File: src/rtl/fifo_pkg.sv
// Shared definitions for the FIFO read-side stream master.
// Contents: default widths and the reader state encoding.
package fifo_pkg;

    localparam int DATA_WIDTH_DFLT = 8;
    localparam int CNT_WIDTH_DFLT  = 16;

    typedef enum logic [1:0] {
        IDLE = 2'd0,
        RUN  = 2'd1,
        STOP = 2'd2
    } rd_state_t;

endpackage

File: src/rtl/fifo_rd_skid.sv
// Two-entry in-order buffer that holds words returned by the FIFO until the
// stream consumer takes them. Entry 0 is always the head.
// Ports:
//   i_clk, i_rst    clock, async active-high reset
//   i_push, i_data  store i_data behind the existing entries
//   i_pop           drop the head entry
//   i_clear         drop all entries (has priority over push/pop)
//   o_head          oldest stored word
//   o_occ           number of stored words (0..2)
module fifo_rd_skid
    import fifo_pkg::*;
#(
    parameter int DATA_WIDTH = DATA_WIDTH_DFLT
) (
    input  logic                  i_clk,
    input  logic                  i_rst,
    input  logic                  i_push,
    input  logic                  i_pop,
    input  logic                  i_clear,
    input  logic [DATA_WIDTH-1:0] i_data,
    output logic [DATA_WIDTH-1:0] o_head,
    output logic [1:0]            o_occ
);

    logic [DATA_WIDTH-1:0] r_ent0;
    logic [DATA_WIDTH-1:0] r_ent1;
    logic [1:0]            r_occ;

    // The caller never pushes into a full buffer and never pops an empty one.
    // r_ent0 only changes when the head is consumed or the buffer was empty,
    // so the presented word stays stable until it is taken.
    always_ff @(posedge i_clk or posedge i_rst) begin
        if (i_rst) begin
            r_ent0 <= '0;
            r_ent1 <= '0;
            r_occ  <= 2'd0;
        end else if (i_clear) begin
            r_occ <= 2'd0;
        end else begin
            case ({i_push, i_pop})
                2'b10: begin
                    if (r_occ == 2'd0) r_ent0 <= i_data;
                    else               r_ent1 <= i_data;
                    r_occ <= r_occ + 2'd1;
                end
                2'b01: begin
                    r_ent0 <= r_ent1;
                    r_occ  <= r_occ - 2'd1;
                end
                2'b11: begin
                    if (r_occ == 2'd1) begin
                        r_ent0 <= i_data;
                    end else begin
                        r_ent0 <= r_ent1;
                        r_ent1 <= i_data;
                    end
                end
                default: ;
            endcase
        end
    end

    assign o_head = r_ent0;
    assign o_occ  = r_occ;

endmodule

File: src/rtl/fifo_stream_reader.sv
// Read-side master for a synchronous FIFO with one cycle of read latency.
// Pops words with o_fifo_rd_en and presents them on a valid/ready stream,
// sustaining one word per cycle while the consumer is ready.
// Ports:
//   i_clk, i_rst        clock, async active-high reset
//   i_en                1 = keep reading, 0 = stop issuing and drain
//   i_flush             discard buffered and returning words
//   i_fifo_empty        FIFO empty flag
//   i_fifo_data_out     FIFO read data, valid the cycle after a pop
//   o_fifo_rd_en        FIFO pop request
//   o_m_valid, o_m_data output stream (o_m_data = oldest buffered word)
//   i_m_ready           consumer ready
//   o_busy              reader active or holding/awaiting words
//   o_word_count        accepted handshakes, wraps silently
//
// state | meaning
// IDLE  | no reads issued, nothing buffered or in flight
// RUN   | issuing reads while buffer room and FIFO data allow
// STOP  | no new reads; finishing in-flight word and draining buffer
module fifo_stream_reader
    import fifo_pkg::*;
#(
    parameter int DATA_WIDTH = DATA_WIDTH_DFLT,
    parameter int CNT_WIDTH  = CNT_WIDTH_DFLT
) (
    input  logic                  i_clk,
    input  logic                  i_rst,
    input  logic                  i_en,
    input  logic                  i_flush,
    input  logic                  i_fifo_empty,
    input  logic [DATA_WIDTH-1:0] i_fifo_data_out,
    output logic                  o_fifo_rd_en,
    output logic                  o_m_valid,
    output logic [DATA_WIDTH-1:0] o_m_data,
    input  logic                  i_m_ready,
    output logic                  o_busy,
    output logic [CNT_WIDTH-1:0]  o_word_count
);

    rd_state_t            r_state;
    rd_state_t            w_state_next;
    logic                 r_inflight;
    logic [CNT_WIDTH-1:0] r_word_count;
    logic [1:0]           w_occ;
    logic [2:0]           w_level;
    logic                 w_pop;
    logic                 w_handshake;
    logic                 w_push;
    logic                 w_rd_en;

    assign o_m_valid   = (w_occ != 2'd0);
    assign w_pop       = o_m_valid & i_m_ready;
    // A flush cancels the presented word, so it is neither consumed nor counted.
    assign w_handshake = w_pop & ~i_flush;
    // The word returning from a read issued last cycle is dropped on flush.
    assign w_push      = r_inflight & ~i_flush;
    // Entries committed after this edge, before any pop: buffered plus returning.
    assign w_level     = {1'b0, w_occ} + {2'b00, r_inflight};

    fifo_rd_skid #(
        .DATA_WIDTH (DATA_WIDTH)
    ) u_skid (
        .i_clk   (i_clk),
        .i_rst   (i_rst),
        .i_push  (w_push),
        .i_pop   (w_handshake),
        .i_clear (i_flush),
        .i_data  (i_fifo_data_out),
        .o_head  (o_m_data),
        .o_occ   (w_occ)
    );

    always_ff @(posedge i_clk or posedge i_rst) begin
        if (i_rst) begin
            r_state      <= IDLE;
            r_inflight   <= 1'b0;
            r_word_count <= '0;
        end else begin
            r_state    <= w_state_next;
            r_inflight <= w_rd_en;
            if (w_handshake) r_word_count <= r_word_count + 1'b1;
        end
    end

    always_comb begin
        w_state_next = r_state;
        // A read is allowed only if its word is guaranteed a buffer slot when it returns.
        w_rd_en      = (r_state == RUN) & i_en & ~i_fifo_empty & ~i_flush &
                       (w_level < (3'd2 + {2'b00, w_pop}));
        case (r_state)
            IDLE:    if (i_en) w_state_next = RUN;
            RUN:     if (!i_en) w_state_next = STOP;
            STOP: begin
                if (i_en)                                      w_state_next = RUN;
                else if (!r_inflight && (w_occ == 2'd0))       w_state_next = IDLE;
            end
            default: w_state_next = IDLE;
        endcase
    end

    assign o_fifo_rd_en = w_rd_en;
    assign o_busy       = (r_state != IDLE) | (w_occ != 2'd0) | r_inflight;
    assign o_word_count = r_word_count;

endmodule

File: config.mk
export PLATFORM = sky130hd
export DESIGN_NAME = fifo_stream_reader
export DESIGN_NICKNAME = d
export VERILOG_FILES = /design/src/rtl/fifo_pkg.sv /design/src/rtl/fifo_rd_skid.sv /design/src/rtl/fifo_stream_reader.sv
export SDC_FILE = /design/constraint.sdc
export NUM_CORES = 1
export LEC_CHECK = 0
export CORE_MARGIN = 2
export CORE_UTILIZATION = 49
export DETAILED_ROUTE_END_ITERATION = 7
export PLACE_DENSITY_LB_ADDON = 0.3
export SKIP_LAST_GASP = 1
export SYNTH_ARGS = -nofsm -noshare
export SYNTH_HDL_FRONTEND = slang
export SYNTH_SLANG_ARGS = --single-unit
File: constraint.sdc
create_clock -name i_clk -period 2.35 [get_ports i_clk]
set_input_delay 0.47 -clock i_clk [delete_from_list [all_inputs] [get_ports i_clk]]
set_output_delay 0.47 -clock i_clk [all_outputs]
set_load 0.1 [all_outputs]
After elaboration in Yosys (flattened, before gate mapping)
Index checks and enable logic that the tools add are counted.
- RAM bits: 0
- bits in latches: 0
- logic and storage cells: 60
- bits in read-only memories: 0
- memories: 0
- output and inout bits: 27
- bits of input ports: 14
- register bits: 37
- muxes and demuxes: 13
- div/mod/pow operators: 0
- add/sub/neg operators: 5
- shifts and indexed selects: 0
- multiply operators: 0
- eq/ne operators: 12
- bitwise operators: 11
- reduce and logical (&&, ||, !) cells: 12
- $lt $le $gt $ge: 1
- operators with widths (operator ; count):
    8-bit 2-to-1 mux ; 4
    8-bit one-hot mux with 3 select lines ; 1
    16-bit by 1-bit adder with 16-bit output (second input constant) ; 1
    8-bit one-hot mux with 2 select lines ; 1
    2-bit 2-to-1 mux ; 5
    2-bit inequality test (second input constant) ; 5
    1-bit AND ; 7
    2-bit by 1-bit == test with 1-bit output (second input constant) ; 3
    2-bit == test (second input constant) ; 3
    2-bit one-hot mux with 3 select lines ; 1
    3-bit AND reduction ; 2
    2-bit nonzero test ; 3
    3-bit nonzero test ; 2
    2-bit zero test ; 2
    2-bit one-hot mux with 2 select lines ; 1
    4-bit AND reduction ; 1
    2-bit by 1-bit adder with 3-bit output ; 1
    2-bit by 1-bit adder with 3-bit output (first input constant) ; 1
    3-bit < comparator ; 1
    3-bit inequality test (second input constant) ; 1
    2-bit by 1-bit adder with 2-bit output (second input constant) ; 1
    1-bit NOT ; 2
    1-bit bitwise OR ; 2
    2-bit by 1-bit subtractor with 2-bit output (second input constant) ; 1
    other kinds (2) ; 2

Depth between registers and ports, before layout
- word-level depth: 6
- mapped depth: 8
- gate-level depth less buffers: 6

Cells and area by module
Synthesis repeated with hierarchy kept, for this count alone.
- cell total of the unflattened synthesis: 141
- area total of the unflattened synthesis: 1804.2 um2
- by module, submodules not included (module ; area an instance (um2) ; instances ; sequential area each (um2) ; cells an instance):
    fifo_rd_skid ; 904.6 ; 1 ; 450.4 ; 63
    fifo_stream_reader ; 899.6 ; 1 ; 475.5 ; 78

Worst setup path before layout
OpenSTA, ideal clock, no wires.
- path type: register -> output
- from: reg u_skid.r_occ[0], in the netlist u_skid.o_occ[0]
- to: out o_fifo_rd_en
- required time: 1.880 ns
- stages on the path, launching flop included: 7
- setup slack: -0.091 ns
- arrival time: 1.971 ns
- buffers on the path: 1
- path through: dfrtp_1 -> inv_1 -> ha_1 -> nand2b_1 -> buf_2 -> o21ai_0 -> and4b_1
- cells in the longest elaborated chain, start to end: 5
- elaborated cells on any way between the ends: 6
- those cells by class: add/sub: 2; order compare: 1; bitwise: 2; reduce/logical: 1
- ends and longest elaborated chain (what ; RTL line ; source):
    from (decl) ; fifo_rd_skid.sv:27 ; logic [1:0] r_occ;
    from (signal assigned) ; fifo_rd_skid.sv:44 ; r_occ <= r_occ + 2'd1;
    from (signal assigned) ; fifo_rd_skid.sv:48 ; r_occ <= r_occ - 2'd1;
    2-bit nonzero test ; fifo_stream_reader.sv:51 ; assign o_m_valid = (w_occ != 2'd0);
    1-bit AND ; fifo_stream_reader.sv:52 ; assign w_pop = o_m_valid & i_m_ready;
    2-bit by 1-bit adder with 3-bit output ; fifo_stream_reader.sv:89 ; (w_level < (3'd2 + {2'b00, w_pop}));
    3-bit < comparator (*) ; fifo_stream_reader.sv:89 ;
    1-bit AND (*) ; fifo_stream_reader.sv:88 ; w_rd_en = (r_state == RUN) & i_en & ~i_fifo_empty & ~i_flush &
    to (decl) ; fifo_stream_reader.sv:32 ; output logic o_fifo_rd_en,
Mark *: on every way between the ends. The rest lies on a longest branch, timed or not.

Worst setup path in the final report
- from: reg u_skid.r_occ[1], in the netlist u_skid.o_occ[1]
- to: out o_fifo_rd_en
Same word-level chain as after synthesis.

==> impl_metrics.csv <==
group,metric,value,unit
pwr,power_per_cell_area,1310,nW/µm²
drt,routed_len_inst,13.7,µm
layout,finish.cell_count_without_fillers,251,
sta,fin_worst_hold_slack,0.491,ns
sta,slew_violations,0,
clock_tree,clkSinkCount,37,
floorplanning,die_height,63.0,µm
synthesis,yosysMostFrequentCell,"sky130_fd_sc_hd__dfrtp_1",
hold_path,hold_path.class,"flip-flop to flip-flop",
synthesis,postSynth.topFlopCell,"sky130_fd_sc_hd__dfrtp_1",
pwr,leakage,0.00108,µW
sta,fmax,448,MHz
global_route,antenna_found_initial,0,
critical_path,critical_path.startpoint,"u_skid.o_occ[1]",
synthesis,synth_edf_count,0,
floorplanning,num_rows,21,
floorplanning,design.portCount,41,
drt,wirelength,3450,µm
synthesis,postSynthAreaPerCell,10.9,µm²
global_route,grt_use_total,19.8,%
clock_tree,root_buffer,"sky130_fd_sc_hd__clkbuf_4",
floorplanning,initial_utilization,51.1,%
synthesis,synth_top_cells_by_count,"sky130_fd_sc_hd__dfrtp_1, sky130_fd_sc_hd__nand2_1, sky130_fd_sc_hd__xnor2_1, sky130_fd_sc_hd__nor2_1",
synthesis,syn_inst,156,
critical_path,cp_data_arrival_time,1.76,ns
synthesis,synth.cell_area,1710,µm²
hold_path,hold-path-cell-count,2,
drt,vias,1306,
layout,fin_area,2250,µm²
clock_tree,cts.path.max_buffers,2,
sta,fin_crit,2.23,ns
drt,final_ant_viol_nets,0,
floorplanning,floorplan.core_area,3340,µm²
placement,gpl.final_weighted_congestion,0.785,
synthesis,synth_cell_type_count,33,
floorplanning,floorplan.die_area,3970,µm²
synthesis,synth_largest_area_cell,"sky130_fd_sc_hd__dfrtp_1",
sta,timing.setup.tns,0,ns
layout,fin_nets,223,
sta,setup-violations-final,0,
clock_tree,worst_setup_hold_path_clk_slew,0.11,ns
synthesis,ys_seq_area_share,54.3,%
layout,final_layout_size_suffix_gt1_share,28.3,%
sta,final_min_period_over_clock_period,95.0,%
synthesis,postSynthRegisterBits,37,
sta,clock_skew,0.00796,ns
critical_path,cp_data_required_time,1.88,ns
drt,detail_route.drc_violations,0,
synthesis,syn-num-nets,175,
global_route,grt_remaining_overflow,0,
critical_path,worstPathMaxFanout,6,
synthesis,synthArstFlopShare,100,%
critical_path,length_in_cells_of_the_worst_reg_to_reg_path,5,
clock_tree,ctsHtreeMaxLevel,2,
synthesis,ys_warn_count,0,
critical_path,worstReg2RegStart,"u_skid.o_occ[0]",
layout,post-route-util,67.4,%
global_route,grt_first_pass_wirelength,5990,µm
sta,slew-limit-headroom,69.4,%
pwr,peakVddDrop,0.870,mV
floorplanning,die_width,63.0,µm
layout,relative_area_change_from_synthesis_to_final_layout,31.9,%
drt,drtPass1Iterations,4,
global_route,via_count_of_the_first_global_routing_pass,1313,
drt,first_iter_violations,93,
clock_tree,clk_latency,0.33,ns
global_route,grt_max_degree,38,
critical_path,timing.critical_path.from_type,"flip-flop",
synthesis,synth_top_area_share,54.3,%
clock_tree,tritoncts.num_buffers,5,
hold_path,min_from,"u_skid.r_ent1[5]",
run_status,outcome,"finished clean",
synthesis,ys_top_cells_by_area,"sky130_fd_sc_hd__dfrtp_1, sky130_fd_sc_hd__xnor2_1, sky130_fd_sc_hd__ha_1",
placement,numPortBuffers,40,
critical_path,worstSetupPathType,"flip-flop to primary output",
placement,placedCellCount,238,
clock_tree,tritoncts_clock_tree,"done",
placement,hpwlAfterDp,2430,µm
sta,final_hold_vios,0,
sta,max_slew.worst_pin.slew,0.458,ns
placement,detailed_place.area,2120,µm²
critical_path,setup.reg_to_reg.worst_slack,0.58,ns
run,maxCapViolations,0,
critical_path,setup.worst_path.end_class,"primary output",
drt,detail_route.vias_per_cell,5.20,
layout,num_antenna_cells,0,
## per-stage QoR
stage	total power (µW)	setup slack [ns]
final	2950	0.118
after global routing	3110	-0.00353
after CTS	2900	0.00421
after detailed placement	2520	0.158
after global placement	2480	0.226
after floorplan	2130	0.176
## worst paths after layout
kind,to
max,o_fifo_rd_en
min,u_skid.r_ent1[5]
max reg2reg,u_skid.r_ent1[7]
min reg2reg,u_skid.r_ent1[5]
max in group asynchronous,r_inflight
min in group asynchronous,u_skid.o_occ[1]
## layout make-up
cell class / instances / area (µm²)
clock buffers: 7 / 65.1
clock inverters: 1 / 5.00
fillers: 263 / 1090
inverters: 8 / 30.0
multi-input cells: 104 / 734
flip-flops and latches: 37 / 927
well taps: 46 / 57.6
repair buffers: 48 / 430
## critical path: stages (launching register included)
cell                       delay (ns)
sky130_fd_sc_hd__dfrtp_1         0.40
sky130_fd_sc_hd__inv_1           0.10
sky130_fd_sc_hd__ha_4            0.20
sky130_fd_sc_hd__nand2b_1        0.17
sky130_fd_sc_hd__o21ai_1         0.11
sky130_fd_sc_hd__and4b_2         0.27
sky130_fd_sc_hd__buf_12          0.18
## routing by layer
metal  GRT usage (%)  part of all wire, %  routed length (µm)
met3            5.23                  5.3                 182
met1            24.3                   41                1400
met2            31.9                   53                1820
met4            10.3                  1.4                  47
met5               0                    0                   0
## report_power, final
part	switching, µW	total (µW)	leakage (µW)	internal (µW)
combinational	1190	1650	0.000561	458
sequential	120	927	0.000482	807
clock	202	375	0.0000413	173
total	1510	2950	0.00108	1440
## cell families after synthesis
logic type      count (synthesis)  share of synthesized area (%)
xor+xnor                       17                           8.73
fa+ha+maj                       5                           3.67
flops                          37                           54.3
compound gates                 24                           8.51
buf+inv                        15                           4.03
simple gates                   49                           15.1
mux                             9                           5.65
## flip-flops by register name, indices dropped and copies added, names as in the netlist
signal / count
r_state: 2
r_inflight: 1
u_skid.r_ent1: 8
u_skid.o_head: 8
u_skid.o_occ: 2
o_word_count: 16
## timing repair
action,4_1_cts,5_1_grt
resized for setup,1,7
pin swaps,0,2
buffers inserted,0,5
hold buffers,0,0
endpoints found under the setup margin,2,2
## cell usage in the layout (no fill, tap or decap), types with 5 or more instances in the layout
cell and count:
sky130_fd_sc_hd__nand2_1 13, sky130_fd_sc_hd__xor2_1 5, sky130_fd_sc_hd__a21oi_1 5, sky130_fd_sc_hd__o21ai_0 5, sky130_fd_sc_hd__nor2_1 10, sky130_fd_sc_hd__dfrtp_1 36, sky130_fd_sc_hd__buf_4 32, sky130_fd_sc_hd__mux2_2 5
sky130_fd_sc_hd__nand3_1 8, sky130_fd_sc_hd__xnor2_1 12, sky130_fd_sc_hd__clkbuf_4 5, sky130_fd_sc_hd__inv_1 7, sky130_fd_sc_hd__clkdlybuf4s50_1 13
No activity file was read; power rests on OpenSTA's default activity.
